<file path="src/rtl/adc_sample_capture.sv">
// rtl/adc_sample_capture.sv - SAR ADC sample capture, offset removal, boxcar decimation and output FIFO
//
// Ports:
//   clk           digital clock, at least 4x the ADC conversion rate
//   reset         asynchronous active-high reset
//   adc_data      ADC code, offset binary, stable >= 4 clk after adc_clk_out rises
//   adc_clk_out   ADC conversion-done clock, asynchronous to clk
//   enable        capture enable; low discards in-flight samples and partial windows
//   decim_sel     decimation factor 2^decim_sel (1, 2, 4, 8), sampled at window start
//   offset        signed DC offset subtracted from every sample
//   out_data      signed decimated sample at the FIFO head
//   out_valid     FIFO not empty
//   out_ready     consumer accepts the head entry
//   overflow      sticky flag, set when a result is dropped on a full FIFO
//   overflow_clr  clears overflow (a simultaneous drop wins)

module adc_sample_capture #(
  parameter int DATA_W     = 9,
  parameter int ACC_W      = 12,
  parameter int FIFO_DEPTH = 4
) (
  input  logic              clk,
  input  logic              reset,
  input  logic [DATA_W-1:0] adc_data,
  input  logic              adc_clk_out,
  input  logic              enable,
  input  logic [1:0]        decim_sel,
  input  logic [DATA_W-1:0] offset,
  output logic [DATA_W-1:0] out_data,
  output logic              out_valid,
  input  logic              out_ready,
  output logic              overflow,
  input  logic              overflow_clr
);

  localparam int AW = $clog2(FIFO_DEPTH);

  // Synchroniser and rising-edge detect
  logic s1, s2, s3;
  logic strobe;

  // Pipeline
  logic [DATA_W-1:0]        cap;
  logic                     cap_v;
  logic signed [DATA_W-1:0] x;
  logic signed [DATA_W:0]   y;
  logic signed [DATA_W-1:0] y_sat;
  logic signed [DATA_W-1:0] samp;
  logic                     samp_v;

  // Decimator
  logic signed [ACC_W-1:0]  acc;
  logic signed [ACC_W-1:0]  sum;
  logic [2:0]               cnt;
  logic [1:0]               dsel;
  logic [1:0]               eff_sel;
  logic                     win_last;
  logic                     push;
  logic [DATA_W-1:0]        push_data;

  // FIFO
  logic [DATA_W-1:0] mem [FIFO_DEPTH];
  logic [AW:0]       wr_ptr, rd_ptr;
  logic [DATA_W-1:0] hold_q;
  logic [DATA_W-1:0] head;
  logic              full, empty, pop, do_write, drop;

  assign strobe = s2 & ~s3;

  always_ff @(posedge clk or posedge reset) begin
    if (reset) begin
      s1 <= 1'b0;
      s2 <= 1'b0;
      s3 <= 1'b0;
    end else begin
      s1 <= adc_clk_out;
      s2 <= s1;
      s3 <= s2;
    end
  end

  // Offset binary to two's complement is an MSB flip; the subtraction is one
  // bit wider so the saturation test is a simple top-two-bit disagreement.
  assign x = {~cap[DATA_W-1], cap[DATA_W-2:0]};
  assign y = {x[DATA_W-1], x} - {offset[DATA_W-1], offset};

  always_comb begin
    y_sat = y[DATA_W-1:0];
    if (y[DATA_W] != y[DATA_W-1]) begin
      y_sat = y[DATA_W] ? {1'b1, {(DATA_W-1){1'b0}}} : {1'b0, {(DATA_W-1){1'b1}}};
    end
  end

  always_ff @(posedge clk or posedge reset) begin
    if (reset) begin
      cap    <= '0;
      cap_v  <= 1'b0;
      samp   <= '0;
      samp_v <= 1'b0;
    end else begin
      cap_v  <= strobe & enable;
      samp_v <= cap_v & enable;
      if (strobe && enable) cap <= adc_data;
      if (cap_v && enable) samp <= y_sat;
    end
  end

  // The first sample of a window uses decim_sel directly; later samples use
  // the value latched at that first sample.
  assign eff_sel   = (cnt == 3'd0) ? decim_sel : dsel;
  assign sum       = acc + {{(ACC_W-DATA_W){samp[DATA_W-1]}}, samp};
  assign win_last  = (cnt == ((3'd1 << eff_sel) - 3'd1));
  assign push      = samp_v & enable & win_last;
  assign push_data = DATA_W'(sum >>> eff_sel);

  always_ff @(posedge clk or posedge reset) begin
    if (reset) begin
      acc  <= '0;
      cnt  <= '0;
      dsel <= '0;
    end else if (!enable) begin
      acc <= '0;
      cnt <= '0;
    end else if (samp_v) begin
      if (cnt == 3'd0) dsel <= decim_sel;
      if (win_last) begin
        acc <= '0;
        cnt <= '0;
      end else begin
        acc <= sum;
        cnt <= cnt + 3'd1;
      end
    end
  end

  assign empty     = (wr_ptr == rd_ptr);
  assign full      = (wr_ptr[AW] != rd_ptr[AW]) && (wr_ptr[AW-1:0] == rd_ptr[AW-1:0]);
  assign out_valid = ~empty;
  assign pop       = out_valid & out_ready;
  assign do_write  = push & (~full | pop);
  assign drop      = push & full & ~pop;
  assign head      = mem[rd_ptr[AW-1:0]];
  // When empty, keep showing the last entry that left the FIFO.
  assign out_data  = empty ? hold_q : head;

  always_ff @(posedge clk or posedge reset) begin
    if (reset) begin
      for (int i = 0; i < FIFO_DEPTH; i++) mem[i] <= '0;
      wr_ptr   <= '0;
      rd_ptr   <= '0;
      hold_q   <= '0;
      overflow <= 1'b0;
    end else begin
      if (do_write) begin
        mem[wr_ptr[AW-1:0]] <= push_data;
        wr_ptr <= wr_ptr + {{AW{1'b0}}, 1'b1};
      end
      if (pop) begin
        hold_q <= head;
        rd_ptr <= rd_ptr + {{AW{1'b0}}, 1'b1};
      end
      if (drop) overflow <= 1'b1;
      else if (overflow_clr) overflow <= 1'b0;
    end
  end

endmodule
</file>
<file path="config.mk">
export PLATFORM = sky130hd
export DESIGN_NAME = adc_sample_capture
export DESIGN_NICKNAME = d
export VERILOG_FILES = /design/src/rtl/adc_sample_capture.sv
export SDC_FILE = /design/constraint.sdc
export NUM_CORES = 1
export LEC_CHECK = 0
export BUFFER_PORTS_ARGS = -buffer_cell sky130_fd_sc_hd__buf_4
export CAP_MARGIN = 20
export CELL_PAD_IN_SITES_DETAIL_PLACEMENT = 1
export CELL_PAD_IN_SITES_GLOBAL_PLACEMENT = 1
export CORE_MARGIN = 4
export CORE_UTILIZATION = 45
export DETAILED_ROUTE_END_ITERATION = 8
export GPL_TIMING_DRIVEN = 0
export HOLD_SLACK_MARGIN = 0.03
export PLACE_DENSITY = 0.83
export SKIP_LAST_GASP = 1
export SLEW_MARGIN = 20
export SYNTH_ARGS = -nofsm -noshare
export SYNTH_HDL_FRONTEND = slang
export SYNTH_SLANG_ARGS = --single-unit
</file>
<file path="constraint.sdc">
create_clock -name clk -period 3.37 [get_ports clk]
set_input_delay 0.5055 -clock clk [delete_from_list [all_inputs] [get_ports clk]]
set_output_delay 0.5055 -clock clk [all_outputs]
set_load 0.02 [all_outputs]
</file>
==> results of run 1 <==
## flip-flops by register name, indices dropped and copies added, names as in the netlist
register,flops
dsel,2
samp,9
cap,9
rd_ptr,3
cnt,3
hold_q,9
samp_v,1
cap_v,1
overflow,1
mem,36
wr_ptr,3
acc,12
s3,1
s1,1
s2,1
## final cells by class
class | count | area share
multi-input cells | 330 | 0.464
flip-flops and latches | 92 | 0.384
repair buffers | 37 | 0.0496
clock buffers | 10 | 0.0382
well taps | 143 | 0.0298
inverters | 24 | 0.0154
plain buffers | 16 | 0.0108
clock inverters | 4 | 0.00876
## metal layers
layer	global-route usage	up-vias	share of wire
met5	0	-	0
met4	0.0735	0	0.017
met3	0.0444	13	0.032
met2	0.378	62	0.54
met1	0.254	1973	0.41
li1	-	1773	-
## worst register-to-register path: stages, from the launching register on
cell,delay (ns)
dfrtp_1,0.38
ha_1,0.23
fa_1,0.41
a21o_1,0.20
a31o_2,0.28
a21oi_1,0.18
xnor2_1,0.17
a22o_1,0.25
a221oi_1,0.47
o21ai_0,0.20
## layout by cell type, fill, tap and decap left out, types with 3 or more instances in the layout
cell	instances
a21oi_1	18
ha_1	27
nor3_1	3
mux4_2	9
nand3_2	4
xnor2_1	15
buf_2	4
nor2b_1	5
or3_1	4
o21a_1	3
nand2_1	51
a22o_1	13
mux2i_1	9
dfrtp_1	92
o31ai_1	3
buf_4	36
nor2_1	11
mux2_2	51
o21ai_0	25
clkbuf_16	9
a22oi_1	5
and2_1	6
xor2_1	6
inv_1	23
clkbuf_1	11
nand3_1	7
a21o_1	7
a211oi_1	5
## path summary, 6_finish.rpt
| check | start | to | slack (ns) | cells after the start |
|---|---|---|---|---|
| worst min-delay path | reset | dsel[1] | 0.17 | 2 |
| worst max-delay path | rd_ptr[0] | out_data[8] | 0.34 | 4 |
| worst min register to register | s1 | s2 | 0.36 | 0 |
| min in group clk | adc_clk_out | s1 | 0.27 | 1 |
| max in group asynchronous | reset | samp[7] | 2.54 | 3 |
| worst max register to register | samp[0] | mem[33] | 0.46 | 9 |
## power by group
part	leakage [nW]	internal (mW)	switching, mW
Combinational	1.61	0.509	0.722
Clock	0.138	0.568	0.427
Sequential	1.23	1.26	0.121
Total	2.97	2.33	1.27
## kinds of logic (layout without fill, tap and decap cells)
family | after synthesis | in the layout | share of synthesized area
and+or+nand+nor | 100 | 100 | 0.0943
buffers and inverters | 40 | 91 | 0.0296
adders and majority gates | 29 | 29 | 0.0721
xor gates and xnor gates | 21 | 21 | 0.0351
AOI/OAI and AO/OA | 108 | 108 | 0.155
DFF | 92 | 92 | 0.439
muxes | 72 | 72 | 0.175
==> metrics.cfg, run 1 <==
[die]
die_h_um=116
start_util=0.459
die-area_um2=13400
dieWidth_um=116
row_count=39
io_pins=37
core_area_um2=11400

[global_route]
grt_pass1_wl_um=22100
track_usage=0.212
antenna_found_initial=0
grt_max_degree=63
grt_pass1_vias=4314
gr-total-overflow=0

[sta]
max-slew-margin-rel=0.411
tightest_slew_ns=0.884
tns_ns=0
slew_viol_final=0
fmax_mhz=330
timing.final.ws_setup_ns=0.339
fin_crit_sh=0.899
skew_ns=0.0112
fin_crit_ns=3.03
whs_ns=0.166
setup_viol=0
rsz0062_at_grt=false
hold_viol=0

[critical_path]
worstSetupStartpointType=flop
required_ns=2.86
cp_max_fo=10
path_cells=buf_1, mux4_2, mux2_2, buf_4
crit_family=multiplexers
path_class=reg -> out
crit_slowest_cell=buf_1
worst_ep_arrival_time_ns=2.53
max_stage_delay_ns=0.68
end_kind=output pin
critical_path_buf_inv_count=2

[synthesis]
synthArstFlopShare=1.00
avgSynthCellArea_um2=11.3
yosys_most_used_dff=dfrtp_1
synth.most_common_cell=dfrtp_1
yosys_warnings=0
ys_types=65
synthesis.nets=517
syn-instance-count=462
synth.top_cell.area_share=0.439
synth_commonest_cells=92 x dfrtp_1, 51 x mux2_2, 51 x nand2_1, 27 x ha_1, 25 x o21ai_0
netlist_area_um2=5240
ys_ff_latch=92
synth_area_leaders=dfrtp_1 44%, mux2_2 11%, ha_1 6.4%, mux4_2 3.9%, nand2_1 3.7%
synth_edf_count=0
ys_seq_area_frac=0.439
synth_top_area_cell=dfrtp_1

[place]
port_buffers=36
dpl.hpwl_um=9140
pre_cts_ws_ns=0.454
dp_cells=642
place_area_um2=5720
gp_congestion=0.844

[power_and_ir_drop]
total_power_mw=3.60
p_leak_nw=2.97
ir_drop_v=0.000333
pwr_density_cell_nw_per_um2=601

[drt]
detail_route.wl_per_cell_um=19.9
drc=0
postRouteAntennaNets=0
vias=3821
firstDrtPassIters=4
drtIter0Drc=180
viasPerCell=5.82
totalWireLength_um=13000

[cells_and_area]
instances_no_fill=656
fin_area_um2=6000
num-fill-cells=1266
multi_input_area_um2=2780
antenna_cells=0
area_growth_pct=14.5
drive_gt1_frac=0.261
fin_util=0.526
regArea_um2=2300
fin_nets=565

[cts]
cts.sink_count=92
clk_pin_slew_worst_paths_ns=0.07
postCtsSetupRepairBufs=0
clkLatencyLatePin_ns=0.35
cts_buffer_depth=2
cts_resized=0
holdBufCountCts=0
cts_buffers=9
h-tree-depth=3
cts_tree=built
root_buffer=clkbuf_16

[hold_path]
hold_path.class=in -> async

[run]
max_cap_viol_count=0

[status]
status=complete, no violations

(Power assumes the default switching activity.)
==> run 2, diff against run 1 <==
--- a/config.mk
+++ b/config.mk
@@ -11,3 +11,3 @@
 export CELL_PAD_IN_SITES_GLOBAL_PLACEMENT = 1
-export CORE_MARGIN = 4
+export CORE_MARGIN = 2
 export CORE_UTILIZATION = 45
==> constraint.sdc (replaced) <==
create_clock -name clk -period 3.37 [get_ports clk]
set_input_delay 0.674 -clock clk [delete_from_list [all_inputs] [get_ports clk]]
set_output_delay 0.674 -clock clk [all_outputs]
set_load 0.02 [all_outputs]
==> run 2 against run 1 <==
  * Combinational power hardly changed
  * Largest power group unchanged
  * Final area is 0.10% higher
  * Clock-buffer cell count shrank 1
  * Total power is 0.47% lower
==> metrics.cfg, run 2 (synthesis results as in run 1) <==
[power_and_ir_drop]
seq_power_share=0.382
comb_power_share=0.339
p_leak_nw=2.97
p_clk_frac=0.279
p_int_mw=2.28
swShare=0.364
pwr_density_cell_nw_per_um2=597
ir_drop_v=0.000304
power.switching_mw=1.31

[sta]
slew_viol_final=0
setup_viol=0
timing.final.ws_setup_ns=0.190
skew_ns=0.00849
fmax_mhz=314
tightest_slew_ns=0.885
max-slew-margin-rel=0.410
fin_crit_ns=3.18
hold_viol=0
tns_ns=0
fin_crit_sh=0.944
rsz0062_at_grt=false
whs_ns=0.367

[die]
die-area_um2=12500
row_count=39
dieWidth_um=112
start_util=0.461
core_area_um2=11400
die_h_um=112
io_pins=37

[cells_and_area]
area_growth_pct=14.6
top_register=mem
final_cell_mix=92 x dfrtp_1, 51 x nand2_1, 51 x mux2_2
fin_nets=565
layout_commonest_cell=dfrtp_1
antenna_cells=0
fin_util=0.528
num-fill-cells=1227
largest_register_ffs=36
multi_input_area_um2=2780
drive_gt1_frac=0.266
instances_no_fill=658
regArea_um2=2300
top_regs=mem x36, acc x12

[global_route]
gr-total-overflow=0
track_usage=0.213
grt_max_degree=54
grt_pass1_wl_um=21300
antenna_found_initial=0
grt_pass1_vias=4178

[drt]
firstDrtPassIters=4
vias=3783
totalWireLength_um=12500
postRouteAntennaNets=0
detail_route.wl_per_cell_um=19.0
drtIter0Drc=129
drc=0
viasPerCell=5.75

[run]
max_cap_viol_count=0

[place]
dpl.hpwl_um=9190
pre_cts_ws_ns=0.250
port_buffers=36
dp_cells=642
gp_congestion=0.800

[status]
status=complete, no violations

[critical_path]
end_kind=output pin
reg2reg_slack_ns=0.43
timing.rr.start=samp[0]
worst_ep_arrival_time_ns=2.51
path_class=reg -> out
ff2ff_path_depth=9
worstSetupStartpointType=flop
required_ns=2.70
cp_max_fo=10
r2r-end=mem[15]

[hold_path]
hold_start=s1
min_to=s2
min_path_cells=0
hold_path.class=reg -> reg

[cts]
cts_tree=built
clk_pin_slew_worst_paths_ns=0.07
cts.sink_count=92
root_buffer=clkbuf_16
holdBufCountCts=0
cts_resized=0
h-tree-depth=3
cts_buffers=9
postCtsSetupRepairBufs=0
clkLatencyLatePin_ns=0.35
cts_buffer_depth=2

[run 2: cell type report]
| cell class | instances | area share |
|---|---|---|
| Inverter | 24 | 0.0154 |
| Sequential cell | 92 | 0.383 |
| Multi-Input combinational cell | 330 | 0.463 |
| Timing Repair Buffer | 37 | 0.0483 |
| Clock inverter | 7 | 0.0117 |
| Buffer | 16 | 0.0108 |
| Clock buffer | 9 | 0.0375 |
| Tap cell | 143 | 0.0298 |
[run 2: per-stage QoR]
| step | power, mW | instance area [um^2] |
|---|---|---|
| after floorplan | 2.26 | 5240 |
| after global placement | 2.52 | 5690 |
| after detailed placement | 2.60 | 5710 |
| after CTS | 3.62 | 6010 |
| after global routing | 3.81 | 6010 |
| final | 3.59 | 6010 |
[run 2: power groups by stage]
stage	clock network, mW	logic (mW)	registers, mW
2_1_floorplan	0	0.906	1.35
3_3_place_gp	0	1.14	1.38
3_5_place_dp	0	1.21	1.39
4_1_cts	1.02	1.23	1.37
5_1_grt	1.06	1.36	1.40
6_report	1.00	1.22	1.37
[run 2: layer usage]
| metal | vias to the layer above | GRT usage | wire [um] |
|---|---|---|---|
| met2 | 65 | 0.388 | 6680 |
| li1 | 1786 | - | - |
| met4 | 0 | 0.0560 | 143 |
| met3 | 13 | 0.0327 | 284 |
| met5 | - | 0 | 0 |
| met1 | 1919 | 0.263 | 5400 |
[run 2: worst max-delay path, cell delays in order (launching register included)]
cell and delay (ns):
dfrtp_1 0.39, buf_1 0.68, mux4_2 0.64, mux2_2 0.28, buf_4 0.16
[run 2: worst max-delay path by stage]
stage / to / cells after the start / slack (ns) / from
2_1_floorplan: acc[0] / 1 / 0.30 / reset
3_3_place_gp: cap[8] / 2 / -0.73 / reset
3_5_place_dp: samp[4] / 12 / 0.25 / offset[0]
4_1_cts: out_data[5] / 4 / 0.12 / rd_ptr[0]
5_1_grt: out_data[0] / 4 / 0.01 / rd_ptr[0]
6_report: out_data[8] / 4 / 0.19 / rd_ptr[0]
==> run 3, diff against run 2 <==
- RECOVER_POWER: unset -> 100
==> run 3 against run 2 <==
  * Largest cell class unchanged
  * Clock-buffer cell count did not move
  * Die area stayed put
  * The run now ends with capacitance limit, slew limit left
  * Non-clock buffer count stayed put
  * Via count about the same
  * Global-route usage unchanged
  * Register-to-register slack got worse by 0.20 ns
  * Highest routed layer unchanged
  * Final area is 0.77% lower
  * Critical path type unchanged
  * Clock power about the same
==> metrics.cfg, run 3 (synthesis results as in run 1) <==
[hold_path]
hold_path.class=reg -> reg
hold_start=s1
min_to=s2
min_path_cells=0

[critical_path]
path_class=reg -> out
timing.rr.start=cnt[0]
cp_max_fo=10
required_ns=2.70
reg2reg_slack_ns=0.23
worstSetupStartpointType=flop
worst_ep_arrival_time_ns=2.51
end_kind=output pin
r2r-end=mem[26]
ff2ff_path_depth=9

[power_and_ir_drop]
total_power_mw=3.57
p_leak_nw=2.94
ir_drop_v=0.000304
pwr_density_cell_nw_per_um2=600

[cts]
clk_pin_slew_worst_paths_ns=0.07
postCtsSetupRepairBufs=0
clkLatencyLatePin_ns=0.35
cts_tree=built
cts_buffer_depth=2
h-tree-depth=3
holdBufCountCts=0
cts_buffers=9
root_buffer=clkbuf_16
cts.sink_count=92
cts_resized=0

[drt]
detail_route.wl_per_cell_um=19.0
postRouteAntennaNets=0
drc=0
vias=3786
drtIter0Drc=125
firstDrtPassIters=4
totalWireLength_um=12500
viasPerCell=5.75

[cells_and_area]
fin_nets=565
top_regs=mem x36, acc x12
top_register=mem
area_growth_pct=13.8
final_cell_mix=92 x dfrtp_1, 51 x nand2_1, 51 x mux2_2
num-fill-cells=1232
antenna_cells=0
layout_commonest_cell=dfrtp_1
fin_area_um2=5960
instances_no_fill=658
largest_register_ffs=36
drive_gt1_frac=0.252

[global_route]
grt_pass1_wl_um=21300
grt_pass1_vias=4178
antenna_found_initial=0
track_usage=0.213
grt_max_degree=54
gr-total-overflow=0

[place]
dp_cells=642
gp_congestion=0.800
port_buffers=36
place_area_um2=5710
dpl.hpwl_um=9190

[sta]
max-slew-margin-rel=-0.368
fin_crit_ns=3.18
tightest_slew_ns=2.05
skew_ns=0.00830
whs_ns=0.367
fmax_mhz=314
hold_viol=0
slew_viol_final=53
rsz0062_at_grt=false
fin_crit_sh=0.944
setup_viol=0
tns_ns=0

[die]
start_util=0.461
die_h_um=112
io_pins=37
dieWidth_um=112
core_area_um2=11400
die-area_um2=12500
row_count=39

[status]
violations=capacitance limit, slew limit
status=finished with violations

[run]
max_cap_viol_count=1

## run 3: how the worst max path moves through the flow
stage               from           to  slack [ns]
2_1_floorplan      reset       acc[0]        0.30
3_3_place_gp       reset       cap[8]       -0.73
3_5_place_dp   offset[0]      samp[4]        0.25
4_1_cts        rd_ptr[0]  out_data[5]        0.12
5_1_grt           cnt[0]      mem[15]        0.01
6_report       rd_ptr[0]  out_data[3]        0.19
## run 3: layout make-up
class	count	area, um^2	share of cell area
Multi-Input combinational cell	330	2770	0.464
Sequential cell	92	2300	0.386
Timing Repair Buffer	37	264	0.0443
Clock buffer	9	225	0.0378
Tap cell	143	179	0.0300
Inverter	24	90.1	0.0151
Clock inverter	7	70.1	0.0118
Buffer	16	62.6	0.0105
## run 3: where the power goes
group | internal (mW) | switching (mW) | total [mW] | leakage (nW)
Combinational | 0.494 | 0.709 | 1.20 | 1.58
Sequential | 1.26 | 0.116 | 1.37 | 1.23
Clock | 0.520 | 0.480 | 0.999 | 0.135
Total | 2.27 | 1.30 | 3.57 | 2.94
## run 3: critical path, stage by stage, from the launching register on
cell and delay [ns]:
dfrtp_1 0.39, clkbuf_1 0.69, mux4_2 0.63, mux2_2 0.29, buf_4 0.16
## run 3: routing by layer
| layer | track usage | up-vias | wire, um |
|---|---|---|---|
| li1 | - | 1785 | - |
| met1 | 0.263 | 1934 | 5400 |
| met2 | 0.388 | 55 | 6680 |
| met3 | 0.0327 | 12 | 301 |
| met4 | 0.0560 | 0 | 128 |
| met5 | 0 | - | 0 |
## run 3: stage by stage
stage	utilization	setup slack, ns
finish	0.524	0.188
global placement	0.500	-0.729
floorplan	-	0.304
global route	0.524	0.0105
CTS	0.528	0.118
detailed placement	0.502	0.250
